<file path="config.mk">
export PLATFORM = sky130hd
export DESIGN_NAME = pb_debounce
export DESIGN_NICKNAME = d
export VERILOG_FILES = /design/src/rtl/pb_debounce.sv
export SDC_FILE = /design/constraint.sdc
export NUM_CORES = 1
export LEC_CHECK = 0
export ABC_CLOCK_PERIOD_IN_PS = 2400
export CELL_PAD_IN_SITES_DETAIL_PLACEMENT = 1
export CELL_PAD_IN_SITES_GLOBAL_PLACEMENT = 1
export CORE_MARGIN = 5
export CORE_UTILIZATION = 41
export DETAILED_ROUTE_END_ITERATION = 10
export DONT_BUFFER_PORTS = 1
export GPL_TIMING_DRIVEN = 0
export PLACE_DENSITY = 0.75
export REMOVE_ABC_BUFFERS = 1
export SYNTH_ARGS = -nofsm -noshare
export SYNTH_HDL_FRONTEND = slang
export SYNTH_SLANG_ARGS = --single-unit
</file>
<file path="constraint.sdc">
create_clock -name clk -period 2.4 [get_ports clk]
set_input_delay 0.36 -clock clk [delete_from_list [all_inputs] [get_ports clk]]
set_output_delay 0.36 -clock clk [all_outputs]
set_load 0.01 [all_outputs]
</file>
<file path="src/rtl/pb_debounce.sv">
// pb_debounce: per-channel 2-flop synchroniser, debounce FSM, registered pulses.
// Optional auto-repeat on held buttons: define DEBOUNCE_REPEAT_EN.
module pb_debounce #(
   parameter int N_BTN           = 3,
   parameter int DEBOUNCE_CYCLES = 500000,
   parameter int REPEAT_DELAY    = 25000000,
   parameter int REPEAT_PERIOD   = 5000000
) (
   input  logic             clk,
   input  logic             rst,
   input  logic [N_BTN-1:0] pb_in,
   output logic [N_BTN-1:0] pb_level,
   output logic [N_BTN-1:0] pb_press,
   output logic [N_BTN-1:0] pb_release
);

   localparam int CW = $clog2(DEBOUNCE_CYCLES) + 1;
   localparam logic [CW-1:0] LAST = CW'(DEBOUNCE_CYCLES - 1);

   typedef enum logic [1:0] {
      IDLE,
      ARM,
      HELD,
      DISARM
   } state_t;

   logic [N_BTN-1:0] meta;
   logic [N_BTN-1:0] sync;

   // two-flop synchroniser; nothing else looks at pb_in
   always_ff @(posedge clk or negedge rst) begin
      if (!rst) begin
         meta <= '0;
         sync <= '0;
      end else begin
         meta <= pb_in;
         sync <= meta;
      end
   end

   for (genvar ch = 0; ch < N_BTN; ch++) begin : g_ch
      state_t          st, st_n;
      logic [CW-1:0]   cnt, cnt_n;
      logic            lvl, lvl_n;
      logic            prs, prs_n;
      logic            rel, rel_n;
`ifdef DEBOUNCE_REPEAT_EN
      localparam int RMAX = (REPEAT_DELAY > REPEAT_PERIOD) ?
                            REPEAT_DELAY : REPEAT_PERIOD;
      localparam int RW = $clog2(RMAX) + 1;
      localparam logic [RW-1:0] RD_LAST = RW'(REPEAT_DELAY - 1);
      localparam logic [RW-1:0] RP_LAST = RW'(REPEAT_PERIOD - 1);
      logic [RW-1:0]   rcnt, rcnt_n;
      logic            rrep, rrep_n;
`endif

      // next state, stability counter and pulse decisions
      always_comb begin
         st_n  = st;
         cnt_n = cnt;
         lvl_n = lvl;
         prs_n = 1'b0;
         rel_n = 1'b0;
         unique case (st)
            IDLE: begin
               if (sync[ch]) begin
                  st_n  = ARM;
                  cnt_n = CW'(1);
               end
            end
            ARM: begin
               if (!sync[ch]) begin
                  st_n  = IDLE;
                  cnt_n = '0;
               end else if (cnt == LAST) begin
                  st_n  = HELD;
                  cnt_n = '0;
                  lvl_n = 1'b1;
                  prs_n = 1'b1;
               end else begin
                  cnt_n = cnt + 1'b1;
               end
            end
            HELD: begin
               if (!sync[ch]) begin
                  st_n  = DISARM;
                  cnt_n = CW'(1);
               end
            end
            DISARM: begin
               if (sync[ch]) begin
                  st_n  = HELD;
                  cnt_n = '0;
               end else if (cnt == LAST) begin
                  st_n  = IDLE;
                  cnt_n = '0;
                  lvl_n = 1'b0;
                  rel_n = 1'b1;
               end else begin
                  cnt_n = cnt + 1'b1;
               end
            end
            default: begin
               st_n  = IDLE;
               cnt_n = '0;
            end
         endcase
`ifdef DEBOUNCE_REPEAT_EN
         rcnt_n = rcnt;
         rrep_n = rrep;
         if (st == ARM && st_n == HELD) begin
            rcnt_n = '0;
            rrep_n = 1'b0;
         end else if ((st == HELD || st == DISARM) &&
                      (st_n == HELD || st_n == DISARM)) begin
            if (rcnt == (rrep ? RP_LAST : RD_LAST)) begin
               prs_n  = 1'b1;
               rcnt_n = '0;
               rrep_n = 1'b1;
            end else begin
               rcnt_n = rcnt + 1'b1;
            end
         end else begin
            rcnt_n = '0;
            rrep_n = 1'b0;
         end
`endif
      end

      // per-channel state and registered outputs
      always_ff @(posedge clk or negedge rst) begin
         if (!rst) begin
            st  <= IDLE;
            cnt <= '0;
            lvl <= 1'b0;
            prs <= 1'b0;
            rel <= 1'b0;
`ifdef DEBOUNCE_REPEAT_EN
            rcnt <= '0;
            rrep <= 1'b0;
`endif
         end else begin
            st  <= st_n;
            cnt <= cnt_n;
            lvl <= lvl_n;
            prs <= prs_n;
            rel <= rel_n;
`ifdef DEBOUNCE_REPEAT_EN
            rcnt <= rcnt_n;
            rrep <= rrep_n;
`endif
         end
      end

      assign pb_level[ch]   = lvl;
      assign pb_press[ch]   = prs;
      assign pb_release[ch] = rel;
   end

endmodule

</file>
== Yosys cells after proc, flatten, opt, wreduce, memory -nomap -nowiden ==
Cells that the tools add are included.

* Add/sub/neg operators: 3
* Equality and inequality tests: 36
* Mux-type cells: 69
* Reduce and logical (&&, ||, !) cells: 15

{| class="wikitable"
|+ Operator list
! cell !! number
|-
| 2-to-1 mux 20 bit || 15
|-
| one-hot mux 20 bit (4 select lines) || 3
|-
| adder 20 x 1 -> 20 bit (second input constant) || 3
|-
| equality test 20 x 19 -> 1 bit (second input constant) || 3
|-
| 2-to-1 mux 2 bit || 18
|-
| inequality test 2 bit (second input constant) || 18
|-
| 2-to-1 mux 1 bit || 27
|-
| one-hot mux 2 bit (4 select lines) || 3
|-
| inequality test 3 bit (second input constant) || 6
|-
| AND reduction 5 bit || 3
|-
| equality test 2 bit (second input constant) || 6
|-
| AND reduction 4 bit || 3
|-
| equality test 2 x 1 -> 1 bit (second input constant) || 3
|-
| logical NOT 2 bit || 3
|-
| one-hot mux 1 bit (2 select lines) || 3
|-
| AND reduction 2 bit || 3
|-
| nonzero test 2 bit || 3
|}

* Register bits: 81
* Input port bits: 5
* Output and inout bits: 9

== Longest topological paths before layout ==
Gate-level depths: netlist of the first run.

* Word-level depth: 4
* Mapped depth: 8
* Mapped depth without buffers: 6

== Worst setup path after synthesis of the first run ==
OpenSTA, ideal clock, no wires.

* Path kind: reg2reg
* Start: register g_ch[2].cnt[5]
* End: register g_ch[2].cnt[19]
* Library setup time: 0.124 ns
* Data arrival time: 1.894 ns
* Setup slack: 0.382 ns
* Cell stages (with the launch flop): 9
* Path buffers: 3
* Path through: dfrtp_1 -> buf_6 -> or4_4 -> nor4_4 -> a21oi_2 -> buf_6 -> buf_8 -> a32oi_1 -> nand2_1

* Cells in the longest elaborated chain, start to end: 4

{| class="wikitable"
|+ RTL lines
! element !! RTL line !! RTL
|-
| start: declaration || 43 || <nowiki>logic [CW-1:0] cnt, cnt_n;</nowiki>
|-
| start signal: assignment || 144 || <nowiki>cnt <= cnt_n;</nowiki>
|-
| adder 20 x 1 -> 20 bit or equality test 20 x 19 -> 1 bit (tied branches) || - ||
|-
| 2-to-1 mux 20 bit (*) || 75, 94 ||
|-
| 2-to-1 mux 20 bit (on tied branches) || 91, 72 ||
|-
| one-hot mux 20 bit (4 select lines) (*) || 64 || <nowiki>unique case (st)</nowiki>
|}

Mark *: on every way between the ends. The rest lies on a longest branch, timed or not.
A chain may end at the register's enable or synchronous reset.

== Final worst setup path of the first run ==
* Start: register g_ch[2].cnt[6]
* End: register g_ch[2].lvl

* Cells in the longest elaborated chain, start to end: 3

{| class="wikitable"
|+ RTL lines
! element !! RTL line !! RTL
|-
| equality test 20 x 19 -> 1 bit (*) || 75, 94 ||
|-
| inequality test 2 bit (no line) || - ||
|-
| AND reduction 5 bit (no line) (*) || - ||
|-
| end signal: assignment || 145 || <nowiki>lvl <= lvl_n;</nowiki>
|-
| end: declaration || 44 || <nowiki>logic lvl, lvl_n;</nowiki>
|}

Marks and branches as above.

==> results of run 1 <==
-- timing repair --
item,in CTS,in global routing
pin swaps,0,1
resized for setup,1,3
gates cloned,0,1
setup endpoints to repair,5,13
hold buffers,3,2
setup buffers,0,0
endpoints found under the hold margin,82,2
-- cells by family (layout without fill, tap and decap cells) --
| group | count (synthesis) | in the layout | synth area share (%) |
|---|---|---|---|
| fa+ha+maj | 3 | 3 | 0.896 |
| compound gates | 130 | 131 | 19.8 |
| mux | 6 | 6 | 1.46 |
| xor+xnor | 5 | 5 | 1.05 |
| buf+inv | 39 | 33 | 5.38 |
| flops | 81 | 81 | 48.4 |
| simple gates | 183 | 183 | 23.0 |
-- stage by stage --
step / utilization, % / hold WS, ps / instances / TNS (ps)
2_1_floorplan: - / 64.4 / 419 / -8160
3_3_place_gp: 42.3 / 68.0 / 552 / -30670
5_1_grt: 45.9 / 375 / 575 / 0
4_1_cts: 45.4 / 8.34 / 572 / 0
6_report: 45.9 / 356 / 575 / 0
3_5_place_dp: 42.9 / 68.3 / 554 / -59.6
-- sequential cells by signal (all words and copies together), names as in the netlist, named ones only --
signal	flops
g_ch.cnt	60
g_ch.lvl	3
g_ch.prs	3
g_ch.rel	3
g_ch.st	3
meta	3
sync	3
-- worst reg2reg max path: stages (launching register included) --
cell     delay [ps]
dfrtp_1         450
or4_4           570
nor4_4          500
nand3_1         270
o21a_1          240
o22a_1          170
-- power by group through the flow --
stage / Clock, mW / Combinational (mW) / Sequential (mW)
4_1_cts: 1.05 / 0.213 / 1.49
3_3_place_gp: 0 / 0.154 / 1.51
2_1_floorplan: 0 / 0.128 / 1.50
6_report: 1.01 / 0.215 / 1.49
5_1_grt: 1.11 / 0.245 / 1.50
3_5_place_dp: 0 / 0.174 / 1.52
-- cell usage in the layout, fill, tap and decap left out, types with 5 or more instances in the layout --
master / count
dfrtp_1: 81
nand2_1: 40
a31oi_1: 34
a21oi_1: 33
nor2_1: 31
nand3_1: 28
nand4_1: 21
o21ai_0: 18
a21o_1: 13
nor3_1: 13
inv_1: 11
clkbuf_8: 10
a22o_1: 9
nand2b_1: 9
and2_1: 9
and3_1: 6
nor4_1: 6
mux2i_1: 5
xor2_1: 5
and4_1: 5
-- worst min path at each step --
stage                     depth (start not counted)      from             end  slack (ps)
after floorplan                                   0       rst       async pin          60
after global routing                              0   meta[0]         sync[0]         370
after CTS                                         0  pb_in[1]         meta[1]           8
after global placement                            0       rst  g_ch[2].cnt[6]          70
final                                             0   meta[0]         sync[0]         360
after detailed placement                          0       rst  g_ch[2].cnt[6]          70
-- cell type report --
class                           count  area (sq um)
Multi-Input combinational cell    328          1980
Clock buffer                       10           138
Fill cell                        1124          5340
Tap cell                          133           166
Inverter                           11          41.3
Timing Repair Buffer                7           123
Sequential cell                    81          2030
Clock inverter                      5          56.3
-- routing by layer --
layer  share of wire, %  vias up  routed length (um)
met3                2.1       14                 204
met4                1.5        0                 149
met5                  0        -                   0
li1                   -     1645                   -
met2                 49       30                4750
met1                 48     1743                4680
==> flow_summary.json, run 1 <==
{
  "r2r-start": "g_ch[2].cnt[6]",
  "core_region_area_sq_um": 9860,
  "post_dp_cell_area_sq_um": 4230,
  "grt_max_degree": 82,
  "syn-cell-area_sq_um": 4190,
  "synth_area_leaders": "dfrtp_1, a31oi_1, a21oi_1",
  "nets": 446,
  "outcome": "completed",
  "post-place-ws_ps": -34.3,
  "synth_edf_count": 0,
  "ios": 14,
  "p_int_mw": 2.00,
  "gr-total-overflow": 0,
  "postRouteAntennaNets": 0,
  "end_kind": "flop",
  "worstPathCellList": "or4_4 -> nor4_4 -> nand3_1 -> o21a_1 -> o22a_1",
  "critical_path_depth": 5,
  "swShare_pct": 26.5,
  "grt_pass1_wl_um": 16900,
  "gr-usage-met1_pct": 22.4,
  "clk_latency_ps": 370,
  "final_max_slew_viol_count": 0,
  "io_buffer_count": 0,
  "max_freq_mhz": 435,
  "finalCritPeriodShare_pct": 95.7,
  "max-clock-path-buffers": 2,
  "drc": 0,
  "num_vias": 3432,
  "cp_max_fo": 6,
  "start_util_pct": 42.5,
  "cp_top_family": "simple AND/OR/NAND/NOR gates",
  "rsz0062_at_grt": "no",
  "avgRoutedWirePerCell_um": 17.0,
  "grt_pass1_vias": 3381,
  "clkPwrFrac_pct": 37.3,
  "worst_slack_ps": 102,
  "worstPathRequired_ps": 2650,
  "cts_buffers": 9,
  "synth_top_cell_area_share_pct": 48.4,
  "worstPathArrival_ps": 2550,
  "r2r_cells": 5,
  "powerDensity_nw_per_um2": 601,
  "synth_seq_cells": 81,
  "critPathKind": "flop to flop",
  "grt-busiest-layer": "met2",
  "hold_violations": 0,
  "cts.sinks": 81,
  "antenna_found_initial": 0,
  "synth_top_cell_by_area": "dfrtp_1",
  "dieArea_sq_um": 12300,
  "timing.rr.end": "g_ch[2].lvl",
  "grtUsageTotal_pct": 16.5,
  "yosysWarnings": 0,
  "ys_async_sr_fraction_pct": 100,
  "cpMaxStageDelayCell": "or4_4",
  "grtUsageMet2_pct": 26.3,
  "drv_cap": 0,
  "finalPower_mw": 2.72,
  "worstMarginPinSlew_ps": 855,
  "leakage_nw": 1.91,
  "fp.dieH_um": 111,
  "power_frac_seq_pct": 54.8,
  "cp_num_buf_inv": 0,
  "p_sw_mw": 0.721,
  "cts-root-buf": "clkbuf_8",
  "critPathMaxStageDelay_ps": 570,
  "cts.htree.levels": 3,
  "clk_pin_slew_worst_paths_ps": 90,
  "yosysMostFrequentCell": "dfrtp_1",
  "hp-class": "flop to flop",
  "min_period_ps": 2300,
  "cp-endpoint": "g_ch[2].lvl",
  "cts_tree": "built",
  "cp-start-kind": "flop",
  "ir_drop_v": 0.000297,
  "fin_skew_ps": 12.5,
  "gp_congestion": 0.776,
  "relSlewSlack_pct": 42.5,
  "syn_to_final_growth_pct": 8.10,
  "die_w_um": 111,
  "routed_wl_um": 9780,
  "drive_above_1_share_pct": 6.79,
  "row_count": 36,
  "netlist_instances": 447,
  "ys_types": 46,
  "drt_iter0_drc": 132,
  "antenna_cells": 0,
  "finalSetupViolCount": 0,
  "synth-main-ff-cell": "dfrtp_1",
  "first_pass_iters": 6,
  "grtUsageMet3_pct": 3.28,
  "avgSynthCellArea_sq_um": 9.37,
  "cp-startpoint": "g_ch[2].cnt[6]",
  "pwr-share-comb_pct": 7.9,
  "via_per_inst": 5.97,
  "synth_seq_area_share_pct": 48.4,
  "dp_hpwl_um": 6370,
  "final_cell_area_sq_um": 4530,
  "regToRegSetupSlack_ps": 100,
  "synth_common_cells": "dfrtp_1, nand2_1, a21oi_1, a31oi_1, nor2_1"
}
Note: power is estimated with default switching activity, not from simulation.
==> run 2: changes to the inputs <==
--- a/config.mk
+++ b/config.mk
@@ -5,15 +5,16 @@
 export SDC_FILE = /design/constraint.sdc
 export NUM_CORES = 1
 export LEC_CHECK = 0
+export ABC_AREA = 1
 export ABC_CLOCK_PERIOD_IN_PS = 2400
 export CELL_PAD_IN_SITES_DETAIL_PLACEMENT = 1
 export CELL_PAD_IN_SITES_GLOBAL_PLACEMENT = 1
-export CORE_MARGIN = 5
+export CORE_MARGIN = 2
 export CORE_UTILIZATION = 41
 export DETAILED_ROUTE_END_ITERATION = 10
 export DONT_BUFFER_PORTS = 1
 export GPL_TIMING_DRIVEN = 0
-export PLACE_DENSITY = 0.75
+export PLACE_DENSITY = 0.78
 export REMOVE_ABC_BUFFERS = 1
 export SYNTH_ARGS = -nofsm -noshare
 export SYNTH_HDL_FRONTEND = slang
==> run 2 against run 1 <==
Via count increased by 15%. Die area down 1.8%. Clock skew decreased by 8.2 ps. Non-clock buffer count fell by 2. Clock-buffer cell count did not move. Flip-flop and latch count unchanged. Clock power up 20%. Critical path depth grew 1. Combinational power rose by 23%. Sequential power about the same. Synthesized cell count increased by 37%.
==> flow_summary.json, run 2 <==
{
  "core_region_area_sq_um": 10900,
  "first_pass_iters": 4,
  "cts-root-buf": "clkbuf_8",
  "ios": 14,
  "hold_violations": 0,
  "layout.cells.most_common": "nand2_1",
  "gp_congestion": 0.828,
  "cts_tree": "built",
  "worstMarginPinSlew_ps": 1040,
  "gr-total-overflow": 0,
  "yosysWarnings": 0,
  "drt_iter0_drc": 162,
  "clk_latency_ps": 380,
  "fp.dieH_um": 110,
  "cts.sinks": 81,
  "synth_area_leaders": "dfrtp_1, nand2_1, inv_1",
  "finalCritPeriodShare_pct": 93.6,
  "io_buffer_count": 0,
  "finalSetupViolCount": 0,
  "yosysMostFrequentCell": "nand2_1",
  "ys_types": 33,
  "worst_slack_ps": 154,
  "netlist_instances": 614,
  "avgRoutedWirePerCell_um": 15.0,
  "worst_hold_path.endpoint": "sync[2]",
  "synth_xor_area_share_pct": 2.09,
  "via_per_inst": 5.21,
  "cp-start-kind": "flop",
  "leakage_nw": 2.07,
  "hold_path_depth": 0,
  "syn-cell-area_sq_um": 4610,
  "timing.rr.end": "g_ch[2].cnt[5]",
  "num_vias": 3957,
  "synthSimpleGateAreaFrac_pct": 34.5,
  "drive_above_1_share_pct": 9.21,
  "synth_top_cell_area_share_pct": 44.0,
  "cp-startpoint": "sync[2]",
  "synth_seq_cells": 81,
  "outcome": "completed",
  "max-clock-path-buffers": 2,
  "final_max_slew_viol_count": 0,
  "cts_buffers": 9,
  "end_kind": "flop",
  "ys_async_sr_fraction_pct": 100,
  "nets": 623,
  "synth_seq_area_share_pct": 44.0,
  "layout_common_cells": "nand2_1, dfrtp_1, inv_1, nor2_1, nand3_1",
  "largest_reg_flops": 60,
  "top_register": "g_ch.cnt",
  "synth_compound_area_share_pct": 10.3,
  "synth_top_family_by_area": "simple AND/OR/NAND/NOR gates",
  "drv_cap": 0,
  "fin_skew_ps": 4.25,
  "critPathKind": "flop to flop",
  "powerDensity_nw_per_um2": 591,
  "fillers": 1352,
  "dieArea_sq_um": 12100,
  "synthMuxAreaShare_pct": 0,
  "rsz0062_at_grt": "no",
  "synth-main-ff-cell": "dfrtp_1",
  "grt_max_degree": 82,
  "grtUsageTotal_pct": 21.2,
  "synthAdderAreaFrac_pct": 0.814,
  "relSlewSlack_pct": 30.2,
  "start_util_pct": 42.3,
  "avgSynthCellArea_sq_um": 7.51,
  "clk_pin_slew_worst_paths_ps": 90,
  "drc": 0,
  "synth_common_cells": "nand2_1, dfrtp_1, inv_1, nor2_1, nand3_1",
  "ir_drop_v": 0.000337,
  "setup-tns-final_ps": 0,
  "cts.htree.levels": 3,
  "regToRegSetupSlack_ps": 150,
  "worstPathRequired_ps": 2690,
  "synth_edf_count": 0,
  "worstPathArrival_ps": 2540,
  "grt_pass1_wl_um": 19800,
  "ctsHoldBuffers": 5,
  "max_freq_mhz": 445,
  "synth_top_cell_by_area": "dfrtp_1",
  "r2r-start": "sync[2]",
  "post-place-ws_ps": 213,
  "row_count": 38,
  "cts_resized": 0,
  "hp-class": "flop to flop",
  "antenna_found_initial": 0,
  "grt_pass1_vias": 4140,
  "min_period_ps": 2250,
  "cts_setup_buffers": 0,
  "routed_wl_um": 11400,
  "hold_start": "meta[2]",
  "syn_to_final_growth_pct": 7.84,
  "dp_hpwl_um": 8020,
  "die_w_um": 110,
  "postRouteAntennaNets": 0,
  "antenna_cells": 0,
  "cp_max_fo": 12,
  "r2r_cells": 6
}
[run 2: cell count changes after synthesis, sizes merged, moves of 13 or more]
cell   change
a31oi     -29
nand2    +143
a21oi     -21
nor2      +45
inv       +61
nand3     +30
o21ai     +35
a21o      -13
[run 2: critical path: stages (launching register included)]
cell	delay, ps
dfrtp_1	370
inv_1	80
or2_1	140
nand2_1	80
nor2_1	790
inv_1	410
o22ai_1	280
[run 2: where the power goes]
group | internal (mW) | leakage, nW | switching (mW)
Combinational | 0.0686 | 0.855 | 0.195
Clock | 0.685 | 0.109 | 0.529
Sequential | 1.41 | 1.10 | 0.0500
[run 2: area by class of cell]
type,instances,area [sq um],area share (%)
multi-input cells,446,2200,44.2
flip-flops and latches,81,2030,40.8
inverters,72,270,5.44
well taps,140,175,3.52
clock buffers,10,128,2.57
clock inverters,5,105,2.11
repair buffers,5,67.6,1.36
[run 2: how the worst max path moves through the flow]
stage          cells after the start  slack [ps]               to
3_5_place_dp                       6         210   g_ch[2].cnt[5]
2_1_floorplan                      8         900   g_ch[1].cnt[2]
5_1_grt                            6          20  g_ch[2].cnt[14]
4_1_cts                            6         190   g_ch[2].cnt[5]
3_3_place_gp                       6         230  g_ch[2].cnt[14]
6_report                           6         150   g_ch[2].cnt[5]
[run 2: stage by stage]
| step | instance area (sq um) | hold slack [ps] | std cells | util [%] | power [mW] |
|---|---|---|---|---|---|
| after detailed placement | 4670 | 67.7 | 739 | 42.9 | 1.71 |
| after CTS | 4970 | 357 | 759 | 45.7 | 2.98 |
| after global placement | 4670 | 67.7 | 739 | 42.9 | 1.70 |
| final | 4970 | 354 | 759 | 45.7 | 2.94 |
| after floorplan | 4500 | 64.4 | 599 | - | 1.63 |
| after global routing | 4970 | 371 | 759 | 45.7 | 3.07 |
[run 2: cell families (layout without fill, tap and decap cells)]
family                   count (synthesis)  count (layout)
buffers and inverters                   87              92
AND/OR/NAND/NOR                        345             345
AO/OA/AOI/OAI                           87              87
adder cells (fa/ha/maj)                  3               3
XOR/XNOR                                11              11
flip-flops                              81              81
[run 2: per-layer routing]
layer  part of all wire (%)  track usage [%]  up-vias
li1                       -                -     1977
met1                     48             27.4     1925
met2                     47             35.0       39
met3                    2.4             3.59       16
met4                    2.2             9.49        0
met5                      0                0        -
